[config.mk]
export PLATFORM = sky130hd
export DESIGN_NAME = serial_subtractor
export DESIGN_NICKNAME = d
export VERILOG_FILES = /design/src/rtl/serial_sub_pkg.sv /design/src/rtl/full_subtractor.sv /design/src/rtl/serial_subtractor.sv
export SDC_FILE = /design/constraint.sdc
export NUM_CORES = 1
export LEC_CHECK = 0
export ABC_AREA = 1
export CELL_PAD_IN_SITES_DETAIL_PLACEMENT = 0
export CELL_PAD_IN_SITES_GLOBAL_PLACEMENT = 2
export CORE_ASPECT_RATIO = 0.6
export CORE_MARGIN = 2
export CORE_UTILIZATION = 32
export CTS_BUF_LIST = sky130_fd_sc_hd__clkbuf_8
export DETAILED_ROUTE_END_ITERATION = 10
export PLACE_DENSITY = 0.95
export SYNTH_ARGS = -nofsm -noshare
export SYNTH_HDL_FRONTEND = slang
export SYNTH_HIERARCHICAL = 1
export SYNTH_SLANG_ARGS = --single-unit
[constraint.sdc]
create_clock -name clk -period 2.9 [get_ports clk]
set_input_delay 0.29 -clock clk [delete_from_list [all_inputs] [get_ports clk]]
set_output_delay 0.29 -clock clk [all_outputs]
set_load 0.02 [all_outputs]
[src/rtl/serial_sub_pkg.sv]
// Shared types and constants for the bit-serial subtractor.
// Includes the half-subtractor helper used to build the full-subtractor cell.
package serial_sub_pkg;

    localparam int SERIAL_SUB_DEFAULT_WIDTH = 8;

    typedef enum logic [1:0] {
        IDLE = 2'd0,
        RUN  = 2'd1,
        DONE = 2'd2
    } sub_state_e;

    typedef struct packed {
        logic diff;
        logic borrow;
    } half_sub_t;

    function automatic half_sub_t half_sub(input logic a, input logic b);
        half_sub_t r;
        r.diff   = a ^ b;
        r.borrow = ~a & b;
        return r;
    endfunction

endpackage

[src/rtl/full_subtractor.sv]
// Combinational full-subtractor cell: two half-subtractor stages whose
// borrows are ORed together.
module full_subtractor
    import serial_sub_pkg::*;
(
    input  logic a,
    input  logic b,
    input  logic bin,
    output logic diff,
    output logic bout
);

    half_sub_t stage1_s;
    half_sub_t stage2_s;

    // Chain the two half-subtractor stages.
    always_comb begin
        stage1_s = half_sub(a, b);
        stage2_s = half_sub(stage1_s.diff, bin);
        diff     = stage2_s.diff;
        bout     = stage1_s.borrow | stage2_s.borrow;
    end

endmodule

[src/rtl/serial_subtractor.sv]
// Bit-serial unsigned subtractor, LSB first, one bit per clock.
// Optional macro SERIAL_SUB_SIGNED_OVF_EN adds the out_overflow port.
module serial_subtractor
    import serial_sub_pkg::*;
#(
    parameter int WIDTH = SERIAL_SUB_DEFAULT_WIDTH
) (
    input  logic             clk,
    input  logic             rst,
    input  logic             in_valid,
    output logic             in_ready,
    input  logic [WIDTH-1:0] in_a,
    input  logic [WIDTH-1:0] in_b,
    output logic             out_valid,
    input  logic             out_ready,
    output logic [WIDTH-1:0] out_diff,
`ifdef SERIAL_SUB_SIGNED_OVF_EN
    output logic             out_overflow,
`endif
    output logic             out_borrow
);

    localparam int CNT_W = $clog2(WIDTH + 1);

    sub_state_e       state_r;
    sub_state_e       state_nxt_s;
    logic [CNT_W-1:0] cnt_r;
    logic [WIDTH-1:0] a_r;
    logic [WIDTH-1:0] b_r;
    logic [WIDTH-1:0] res_r;
    logic [WIDTH-1:0] res_nxt_s;
    logic             borrow_r;
    logic [WIDTH-1:0] diff_r;
    logic             dborrow_r;
    logic             fs_diff_s;
    logic             fs_bout_s;
    logic             last_bit_s;
    logic             accept_s;

    full_subtractor u_fs (
        .a    (a_r[0]),
        .b    (b_r[0]),
        .bin  (borrow_r),
        .diff (fs_diff_s),
        .bout (fs_bout_s)
    );

    // Handshake qualifiers and the result word with the new bit at the MSB.
    always_comb begin
        accept_s   = (state_r == IDLE) && in_valid;
        last_bit_s = (cnt_r == CNT_W'(WIDTH - 1));
        res_nxt_s  = res_r >> 1'b1;
        res_nxt_s[WIDTH-1] = fs_diff_s;
    end

    // State register.
    always_ff @(posedge clk) begin
        if (rst) begin
            state_r <= IDLE;
        end else begin
            state_r <= state_nxt_s;
        end
    end

    // Next-state logic.
    always_comb begin
        state_nxt_s = state_r;
        case (state_r)
            IDLE: begin
                if (in_valid) begin
                    state_nxt_s = RUN;
                end else begin
                    state_nxt_s = IDLE;
                end
            end
            RUN: begin
                if (last_bit_s) begin
                    state_nxt_s = DONE;
                end else begin
                    state_nxt_s = RUN;
                end
            end
            DONE: begin
                if (out_ready) begin
                    state_nxt_s = IDLE;
                end else begin
                    state_nxt_s = DONE;
                end
            end
            default: state_nxt_s = IDLE;
        endcase
    end

    // Handshake outputs decoded from the state register.
    always_comb begin
        in_ready  = 1'b0;
        out_valid = 1'b0;
        case (state_r)
            IDLE:    in_ready  = 1'b1;
            RUN:     in_ready  = 1'b0;
            DONE:    out_valid = 1'b1;
            default: in_ready  = 1'b0;
        endcase
    end

    // Serial datapath; the visible result only changes on the final bit.
    always_ff @(posedge clk) begin
        if (rst) begin
            cnt_r     <= '0;
            a_r       <= '0;
            b_r       <= '0;
            res_r     <= '0;
            borrow_r  <= 1'b0;
            diff_r    <= '0;
            dborrow_r <= 1'b0;
        end else begin
            case (state_r)
                IDLE: begin
                    if (accept_s) begin
                        a_r      <= in_a;
                        b_r      <= in_b;
                        borrow_r <= 1'b0;
                        cnt_r    <= '0;
                    end
                end
                RUN: begin
                    a_r      <= a_r >> 1'b1;
                    b_r      <= b_r >> 1'b1;
                    res_r    <= res_nxt_s;
                    borrow_r <= fs_bout_s;
                    cnt_r    <= cnt_r + CNT_W'(1'b1);
                    if (last_bit_s) begin
                        diff_r    <= res_nxt_s;
                        dborrow_r <= fs_bout_s;
                    end
                end
                default: begin
                    cnt_r <= cnt_r;
                end
            endcase
        end
    end

    assign out_diff   = diff_r;
    assign out_borrow = dborrow_r;

`ifdef SERIAL_SUB_SIGNED_OVF_EN
    logic a_msb_r;
    logic b_msb_r;
    logic ovf_r;

    // Signed overflow: operand signs differ and the result sign departs from a.
    always_ff @(posedge clk) begin
        if (rst) begin
            a_msb_r <= 1'b0;
            b_msb_r <= 1'b0;
            ovf_r   <= 1'b0;
        end else begin
            if (accept_s) begin
                a_msb_r <= in_a[WIDTH-1];
                b_msb_r <= in_b[WIDTH-1];
            end
            if ((state_r == RUN) && last_bit_s) begin
                ovf_r <= (a_msb_r != b_msb_r) && (fs_diff_s != a_msb_r);
            end
        end
    end

    assign out_overflow = ovf_r;
`endif

endmodule

# After elaboration in Yosys (flattened, before gate mapping)
# Index checks and enable logic that the tools add are counted.
dict set report totals {
  reg_bits 40
  input_bits 20
  out_inout_bits 11
}
dict set report classes {
  n_bitwise 7
  addsub 1
  reduce_logical 5
  muxes 14
  eq_ne 4
}
# operator count
set ops {}
lappend ops {{$pmux 8 s2} 2}
lappend ops {{$mux 8} 2}
lappend ops {{$pmux 4 s2} 1}
lappend ops {{$pmux 2 s3} 1}
lappend ops {{$add 4x1->4 const B} 1}
lappend ops {{$eq 4x3->1 const B} 1}
lappend ops {{$mux 1} 4}
lappend ops {{$mux 2} 2}
lappend ops {{$mux 4} 1}
lappend ops {{$reduce_and 2->1} 2}
lappend ops {{$and 1x1->1} 2}
lappend ops {{$eq 2x1->1 const B} 1}
lappend ops {{$eq 2x2->1 const B} 1}
lappend ops {{$logic_not 2->1} 1}
lappend ops {{$ne 2x2->1 const B} 1}
lappend ops {{$not 1->1} 2}
lappend ops {{$pmux 1 s2} 1}
lappend ops {{$reduce_bool 2->1} 1}
lappend ops {{$xor 1x1->1} 2}
lappend ops {{$logic_and 1x1->1} 1}
lappend ops {{$or 1x1->1} 1}

# Longest topological paths before layout
# Gate-level depths: netlist (run 1).
dict set report logic_depth {
  depth_word 5
  depth_mapped 8
  mapped_depth_nobuf 7
}

# Cells and area by module
# Netlist (run 1), hierarchy kept.
# mod seq_area_each_um2 cells_each area_each_um2 n_inst
set modules_own_cells {}
lappend modules_own_cells {serial_subtractor 780.7 227 1631.6 1}
lappend modules_own_cells {full_subtractor 0.0 4 31.3 1}

# Least setup slack after synthesis (run 1)
# No wires, ideal clock.
dict set report synth_path {
  path_type {reg2reg}
  startpoint {reg cnt_r[0]}
  endpoint {reg diff_r[7], in the netlist out_diff[7]}
  slack_ns 1.745
  arrival_time_ns 1.042
  stages_incl_launch_ff 8
  cell_sequence {dfxtp_1 ha_1 nand2_1 nor2_2 nand2_2 buf_6 o21ai_1 nor2_1}
}
dict set report synth_between {
  elab_chain_cells 2
}
# element line_no
set synth_lines {}
lappend synth_lines {{from (decl)} serial_subtractor.sv:27} ;# logic [CNT_W-1:0] cnt_r;
lappend synth_lines {{from (signal assigned)} serial_subtractor.sv:131} ;# cnt_r <= cnt_r + CNT_W'(1'b1);
lappend synth_lines {{from (signal assigned)} serial_subtractor.sv:138} ;# cnt_r <= cnt_r;
lappend synth_lines {{$eq 4x3->1} serial_subtractor.sv:51} ;# last_bit_s = (cnt_r == CNT_W'(WIDTH - 1));
lappend synth_lines {{$reduce_and 2->1 (no line)} n/a}
lappend synth_lines {{to (signal assigned)} serial_subtractor.sv:133} ;# diff_r <= res_nxt_s;
lappend synth_lines {{to (decl)} serial_subtractor.sv:33} ;# logic [WIDTH-1:0] diff_r;
# No other way between the ends.
# A chain may end at the register's enable or synchronous reset.

# Worst setup path after layout (run 1)
dict set report layout_path {
  startpoint {reg state_r[1]}
  endpoint {out out_valid}
}
dict set report layout_between {
  elab_chain_cells 2
}
# element line_no
set layout_lines {}
lappend layout_lines {{from (decl)} serial_subtractor.sv:25} ;# sub_state_e state_r;
lappend layout_lines {{from (signal assigned)} serial_subtractor.sv:61} ;# state_r <= state_nxt_s;
lappend layout_lines {{$eq 2x2->1} serial_subtractor.sv:98} ;# case (state_r)
lappend layout_lines {{$mux 1} serial_subtractor.sv:98}
lappend layout_lines {{to (decl)} serial_subtractor.sv:14} ;# output logic out_valid,
# No other way between the ends.

==> metrics.cfg, run 1 <==
[timing]
totalNegativeSetupSlack_ps=0
hold_violations=0
finClkSkew_ps=3.82
finalSetupViolations=0
post-route-period-util_pct=59.4
hold_ws_ps=465
drv_slew=0
slew_headroom_pct=62.4
final.min_clock_period_ps=1720
fmax_mhz=580
worst_pin_slew_ps=564
rsz0062_at_grt=no

[global_route]
grt_use_total_pct=13.7
antenna_found_initial=0
grt_overflow_total=0
grt_max_degree=28
grt_pass1_vias=1372
grt_pass1_wl_mm=6.23

[detailed_routing]
drtIter0Drc=34
drt-wirelength-per-cell_microns=11.0
drtPass1Iterations=4
num_vias=1451
via_per_inst=4.46
drtAntennaViolNets=0
routed_wirelength_mm=3.58
drc=0

[cells_and_area]
area_growth_pct=25.1
finalNetCount=281
antenna_cells=0
layout_common_cells=nor2_1 (62), nand2_1 (50), dfxtp_1 (39), clkdlybuf4s50_1 (30), o21ai_1 (17)
multi_input_area_sq_um=752
final_common_cell=nor2_1
seq_area_sq_um=781
stdcell_count=325
n_fill_cell=540
drive_gt1_share_pct=9.27

[logic_synthesis]
syn-num-nets=253
avgSynthCellArea_sq_um=7.20
synth_cells=231
ys_seq_elements=39
seq_area_frac_synth_pct=47.0
syn_area_sq_mm=0.00166
yosysUniqueCellTypes=21
yosys_warnings=6

[power_and_ir_drop]
leakage_nw=0.875
power_frac_seq_pct=50.7
p_per_area_mw_per_mm2=555
power.switching_mw=0.279
ir_drop_v=0.000168
combinationalPowerShare_pct=12.1
internal_power_mw=0.875
fin_total_pwr_mw=1.15
p_sw_share_pct=24.1
clockPowerShare_pct=37.2

[worst_setup_path]
path_class=reg -> out
required_ps=2610
start_kind=flop
rrSetupSlack_ps=1210
cp_max_fo=3
r2r_end=out_diff[6]
r2r_cells=6
r2r_start=state_r[0]
end_kind=output port
crit_arrival_ps=1430

[floorplan]
start_util_pct=33.1
dieArea_sq_mm=0.00581
row_count=20
fp.coreArea_sq_mm=0.00503
chipHeight_microns=59.8
pin_count=31
die_w_microns=97.1

[clock_tree]
worstSkewPairLatency_ps=290
post_cts_buffers=0
clockRootBuffer=clkbuf_8
cts_tree=yes
clockBufferDepth=2
htreeDepth=2
cts_sinks=39
hold_buffers=0
cts.clk_slew.worst_paths_ps=70
cts_buffers=5
cts_resized=0

[placed_design]
place_inst=318
io_buffers=30
dp.final_hpwl_mm=2.42
globalplace.congestion=0.704

[run_status]
outcome=finished, final reports clean

[min_path]
min_to=borrow_r
holdCritStartpoint=borrow_r
hold_class=reg -> reg
whs_path_depth=2

[flow_run]
max_cap_violations=0

[power by group through the flow]
stage	Combinational, mW	Sequential, mW	Clock (mW)
after floorplan	0.0989	0.593	0
after global placement	0.141	0.596	0
after detailed placement	0.141	0.597	0
after CTS	0.142	0.585	0.446
after global routing	0.161	0.589	0.472
final	0.139	0.585	0.429
[cells in the mapped netlist]
cell type	count	area (sq um)
nand4_1	1	6.26
buf_6	2	22.5
inv_2	3	11.3
nor2_2	1	6.26
inv_6	1	8.76
fa_1	1	20.0
dfxtp_1	39	781
a21oi_1	9	45.0
inv_1	7	26.3
o21ai_1	17	85.1
buf_4	2	15.0
ha_1	1	12.5
o21ai_0	15	75.1
clkbuf_1	3	11.3
nand2_2	10	62.6
nand3_1	2	10.0
o21ai_2	1	8.76
buf_2	3	15.0
nor2_1	62	233
buf_12	1	20.0
nand2_1	50	188
[worst max path at each step]
stage	from	to	slack [ps]	cells after the start
floorplan	cnt_r[0]	out_diff[7]	1740	7
CTS	state_r[0]	out_diff[6]	1140	6
global route	state_r[0]	out_diff[7]	990	6
finish	state_r[1]	out_valid	1180	3
detailed placement	rst	res_r[3]	990	5
global placement	rst	res_r[7]	1030	5
[per-layer routing]
metal,GRT usage (%),vias to the layer above,share of wire (%)
met4,4.83,0,0.78
met1,18.7,641,56
li1,-,782,-
met2,20.8,23,39
met5,0,-,0
met3,3.86,5,4.1
[logic make-up after synthesis]
group           share of synthesized area, %
buf+inv                                 7.83
fa+ha+maj                               1.96
simple gates                            30.4
flops                                   47.0
compound gates                          12.9
[critical path: stages, from the launching register on]
cell and delay, ps:
dfxtp_1 350, inv_2 60, nor2_1 120, clkdlybuf4s50_1 620
[cell type report]
type                    count  share of cell area (%)
clock inverters             2                    1.62
repair buffers             32                    15.2
inverters                  11                    2.23
clock buffers               5                    3.31
well taps                  66                    3.97
multi-input cells         170                    36.2
flip-flops and latches     39                    37.5
[per-stage QoR]
step                util (%)  worst slack (ps)  instance area (sq um)
floorplan                  -              1740                   1660
detailed placement      39.3               990                   1980
global route            41.3               985                   2080
global placement        39.3              1030                   1980
CTS                     41.3              1140                   2080
finish                  41.3              1180                   2080
[registers in the layout, indices dropped and copies added (netlist names)]
name and flops:
a_r 8, out_borrow 1, borrow_r 1, cnt_r 4
out_diff 8, res_r 7, state_r 2, b_r 8
(Power assumes the default switching activity.)
==> run 2: changes to the inputs <==
CORE_UTILIZATION = 27   (was 32)
PLACE_DENSITY = 0.89   (was 0.95)
clock period = 1.5 ns   (was 2.9 ns; I/O delays follow)
==> metrics.cfg, run 2 (same netlist as run 1, synthesis figures left out) <==
[placed_design]
io_buffers=30
dp.final_hpwl_mm=2.68
postPlaceCellArea_sq_mm=0.00206
place_ws_ps=63.0
globalplace.congestion=0.778
place_inst=342

[global_route]
grt_max_degree=22
grt_use_total_pct=11.9
grt_pass1_vias=1368
grt_overflow_total=0
antenna_found_initial=0
grt_pass1_wl_mm=6.42

[clock_tree]
cts.clk_slew.worst_paths_ps=80
hold_buffers=0
htreeDepth=2
clockBufferDepth=2
worstSkewPairLatency_ps=280
cts_buffers=5
cts_sinks=39
clockRootBuffer=clkbuf_8
post_cts_buffers=0
cts_resized=2
cts_tree=yes

[timing]
hold_ws_ps=419
totalNegativeSetupSlack_ps=0
fmax_mhz=720
rsz0062_at_grt=no
finalSetupViolations=0
fin_ws_ps=112
worst_pin_slew_ps=296
slew_headroom_pct=80.3
finClkSkew_ps=5.87
drv_slew=0
final.min_clock_period_ps=1390
hold_violations=0
post-route-period-util_pct=92.5

[power_and_ir_drop]
ir_drop_v=0.000317
p_per_area_mw_per_mm2=1070
leakage_nw=0.930
fin_total_pwr_mw=2.32

[worst_setup_path]
required_ps=1350
critPathTopFamily=buffers and inverters
r2r_end=out_diff[1]
end_kind=output port
cp_max_fo=2
path_class=reg -> out
r2r_cells=7
crit_arrival_ps=1240
cp_cell_sequence=clkdlybuf4s50_1
r2r_start=cnt_r[0]
rrSetupSlack_ps=220
path_buf_inv=1
cp_slowest_cell=clkdlybuf4s50_1
max_stage_delay_ps=610
start_kind=flop

[cells_and_area]
n_fill_cell=638
final_util_pct=36.2
postLayoutCellArea_sq_mm=0.00218
antenna_cells=0
layout_common_cells=nor2_1 (62), nand2_1 (50), dfxtp_1 (39), clkdlybuf4s50_1 (28), o21ai_1 (17)
finalNetCount=287
stdcell_count=350
area_growth_pct=31.1
final_common_cell=nor2_1
drive_gt1_share_pct=12.0

[floorplan]
chipHeight_microns=64.8
die_w_microns=105
fp.coreArea_sq_mm=0.00603
dieArea_sq_mm=0.00682
pin_count=31
row_count=22
start_util_pct=27.6

[detailed_routing]
num_vias=1473
via_per_inst=4.21
routed_wirelength_mm=3.82
drtPass1Iterations=4
drtIter0Drc=34
drc=0
drtAntennaViolNets=0
drt-wirelength-per-cell_microns=10.9

[run_status]
outcome=finished, final reports clean

[min_path]
holdCritStartpoint=in_b[7]
hold_class=in -> reg
whs_path_depth=3
min_to=b_r[7]

[flow_run]
max_cap_violations=0

## run 2: cell count changes in the layout (fill, tap and decap cells not counted), sizes merged
cell	before	now
buf	2	8
dlygate4sd2	0	2
clkinv	0	1
clkdlybuf4s50	30	28
inv	12	11
clkbuf	5	6
## run 2: how the worst max path moves through the flow
stage | start | depth (start not counted) | end
after floorplan | cnt_r[0] | 7 | out_diff[7]
after global placement | in_valid | 5 | b_r[2]
after detailed placement | in_valid | 5 | b_r[2]
after CTS | out_diff[0] | 1 | out_diff[0]
after global routing | cnt_r[0] | 6 | out_diff[7]
final | out_diff[1] | 1 | out_diff[1]
## run 2: power by group
part	internal [mW]	switching, mW
clock network	0.538	0.363
logic	0.134	0.158
registers	1.09	0.0382
## run 2: area by class of cell
class | count | area (sq um) | area share [%]
well taps | 84 | 105 | 4.82
multi-input cells | 170 | 757 | 34.7
clock inverters | 2 | 35.0 | 1.61
repair buffers | 38 | 370 | 17.0
flip-flops and latches | 39 | 781 | 35.8
inverters | 11 | 48.8 | 2.24
clock buffers | 6 | 82.6 | 3.79
## run 2: metal layers
metal / global-route usage [%] / share of wire (%) / vias up
met5: 0 / 0 / -
met4: 3.50 / 0.50 / 0
met2: 17.9 / 41 / 24
li1: - / - / 794
met1: 16.4 / 54 / 653
met3: 3.72 / 4.4 / 2
==> run 3: changes to the inputs <==
--- a/config.mk
+++ b/config.mk
@@ -7,4 +7,5 @@
 export LEC_CHECK = 0
 export ABC_AREA = 1
+export CAP_MARGIN = 30
 export CELL_PAD_IN_SITES_DETAIL_PLACEMENT = 0
 export CELL_PAD_IN_SITES_GLOBAL_PLACEMENT = 2
==> constraint.sdc (replaced) <==
create_clock -name clk -period 1.5 [get_ports clk]
set_input_delay 0.15 -clock clk [delete_from_list [all_inputs] [get_ports clk]]
set_output_delay 0.15 -clock clk [all_outputs]
set_load 0.005 [all_outputs]
==> metrics.cfg, run 3 (same netlist as run 1, synthesis figures left out) <==
[worst_setup_path]
r2r_cells=7
end_kind=output port
required_ps=1350
r2r_end=out_diff[7]
crit_arrival_ps=1290
path_class=reg -> out
rrSetupSlack_ps=150
cp_max_fo=4
start_kind=flop
r2r_start=cnt_r[1]

[timing]
post-route-period-util_pct=95.9
rsz0062_at_grt=no
hold_ws_ps=397
slew_headroom_pct=81.5
drv_slew=0
worst_pin_slew_ps=277
hold_violations=0
fmax_mhz=695
finClkSkew_ps=12.1
finalSetupViolations=0
totalNegativeSetupSlack_ps=0
final.min_clock_period_ps=1440

[run_status]
outcome=finished, final reports clean

[global_route]
antenna_found_initial=0
grt_pass1_wl_mm=6.53
grt_pass1_vias=1416
grt_use_total_pct=12.3
grt_overflow_total=0
grt_max_degree=34

[clock_tree]
cts_tree=yes
cts_sinks=39
cts_buffers=5
worstSkewPairLatency_ps=300
clockBufferDepth=2
clockRootBuffer=clkbuf_8
htreeDepth=2
hold_buffers=0
cts.clk_slew.worst_paths_ps=80
post_cts_buffers=0

[detailed_routing]
drtIter0Drc=67
via_per_inst=4.19
routed_wirelength_mm=3.73
drc=0
num_vias=1461
drt-wirelength-per-cell_microns=10.7
drtPass1Iterations=4
drtAntennaViolNets=0

[min_path]
whs_path_depth=3
holdCritStartpoint=in_b[7]
hold_class=in -> reg
min_to=b_r[7]

[cells_and_area]
drive_gt1_share_pct=13.2
area_growth_pct=30.4
stdcell_count=349
antenna_cells=0
finalNetCount=286
final_util_pct=36.0
layout_common_cells=nor2_1 (60), nand2_1 (50), dfxtp_1 (37), clkdlybuf4s50_1 (29), o21ai_1 (17)
final_common_cell=nor2_1

[floorplan]
pin_count=31
fp.coreArea_sq_mm=0.00603
start_util_pct=27.6
row_count=22
dieArea_sq_mm=0.00682
chipHeight_microns=64.8
die_w_microns=105

[placed_design]
io_buffers=30
dp.final_hpwl_mm=2.55
globalplace.congestion=0.770
place_inst=341

[flow_run]
max_cap_violations=0

[power_and_ir_drop]
ir_drop_v=0.000425
p_per_area_mw_per_mm2=1060
fin_total_pwr_mw=2.30
leakage_nw=0.912

run 3: cell count changes in the layout (fill, tap and decap cells not counted), moves of 2 or more:
cell,previous run,this run
nor2_2,1,3
dfxtp_1,39,37
nor2_1,62,60
dfxtp_2,0,2
run 3: area by class of cell:
type,instances,area (sq um)
fillers,643,3860
well taps,84,105
clock buffers,5,68.8
flip-flops and latches,39,783
inverters,11,46.3
clock inverters,3,43.8
repair buffers,37,364
multi-input cells,170,757
run 3: report_power, final:
group	switching [mW]	total (mW)	internal, mW
sequential	0.0366	1.13	1.09
combinational	0.155	0.290	0.134
clock	0.386	0.881	0.495
run 3: per-layer routing:
metal | up-vias | GRT usage [%] | share of wire [%]
met5 | - | 0 | 0
met4 | 0 | 5.50 | 1.8
met3 | 8 | 3.92 | 4.5
met2 | 20 | 17.3 | 41
met1 | 643 | 17.1 | 52
li1 | 790 | - | -
run 3: stage by stage:
stage / instance area [sq um] / worst slack, ps
finish: 2170 / 61.1
global route: 2170 / 5.65
CTS: 2170 / 4.43
detailed placement: 2050 / 173
global placement: 2050 / 177
floorplan: 1660 / 345
run 3: worst max path at each step:
| stage | endpoint | start | slack (ps) | cells after the start |
|---|---|---|---|---|
| global placement | b_r[4] | in_valid | 180 | 5 |
| CTS | in_ready | state_r[0] | 4 | 2 |
| global route | out_diff[7] | cnt_r[1] | 6 | 7 |
| floorplan | out_diff[7] | cnt_r[0] | 340 | 7 |
| finish | in_ready | state_r[0] | 60 | 2 |
| detailed placement | out_borrow | cnt_r[1] | 170 | 7 |
run 3: worst max-delay path, cell delays in order, from the launching register on:
cell and delay, ps:
dfxtp_2 360, nor2_2 120, clkdlybuf4s50_1 510
run 3: timing repair:
item	in CTS	in global routing
gates resized for setup	4	1
setup endpoints to repair	2	1
pin swaps	1	0
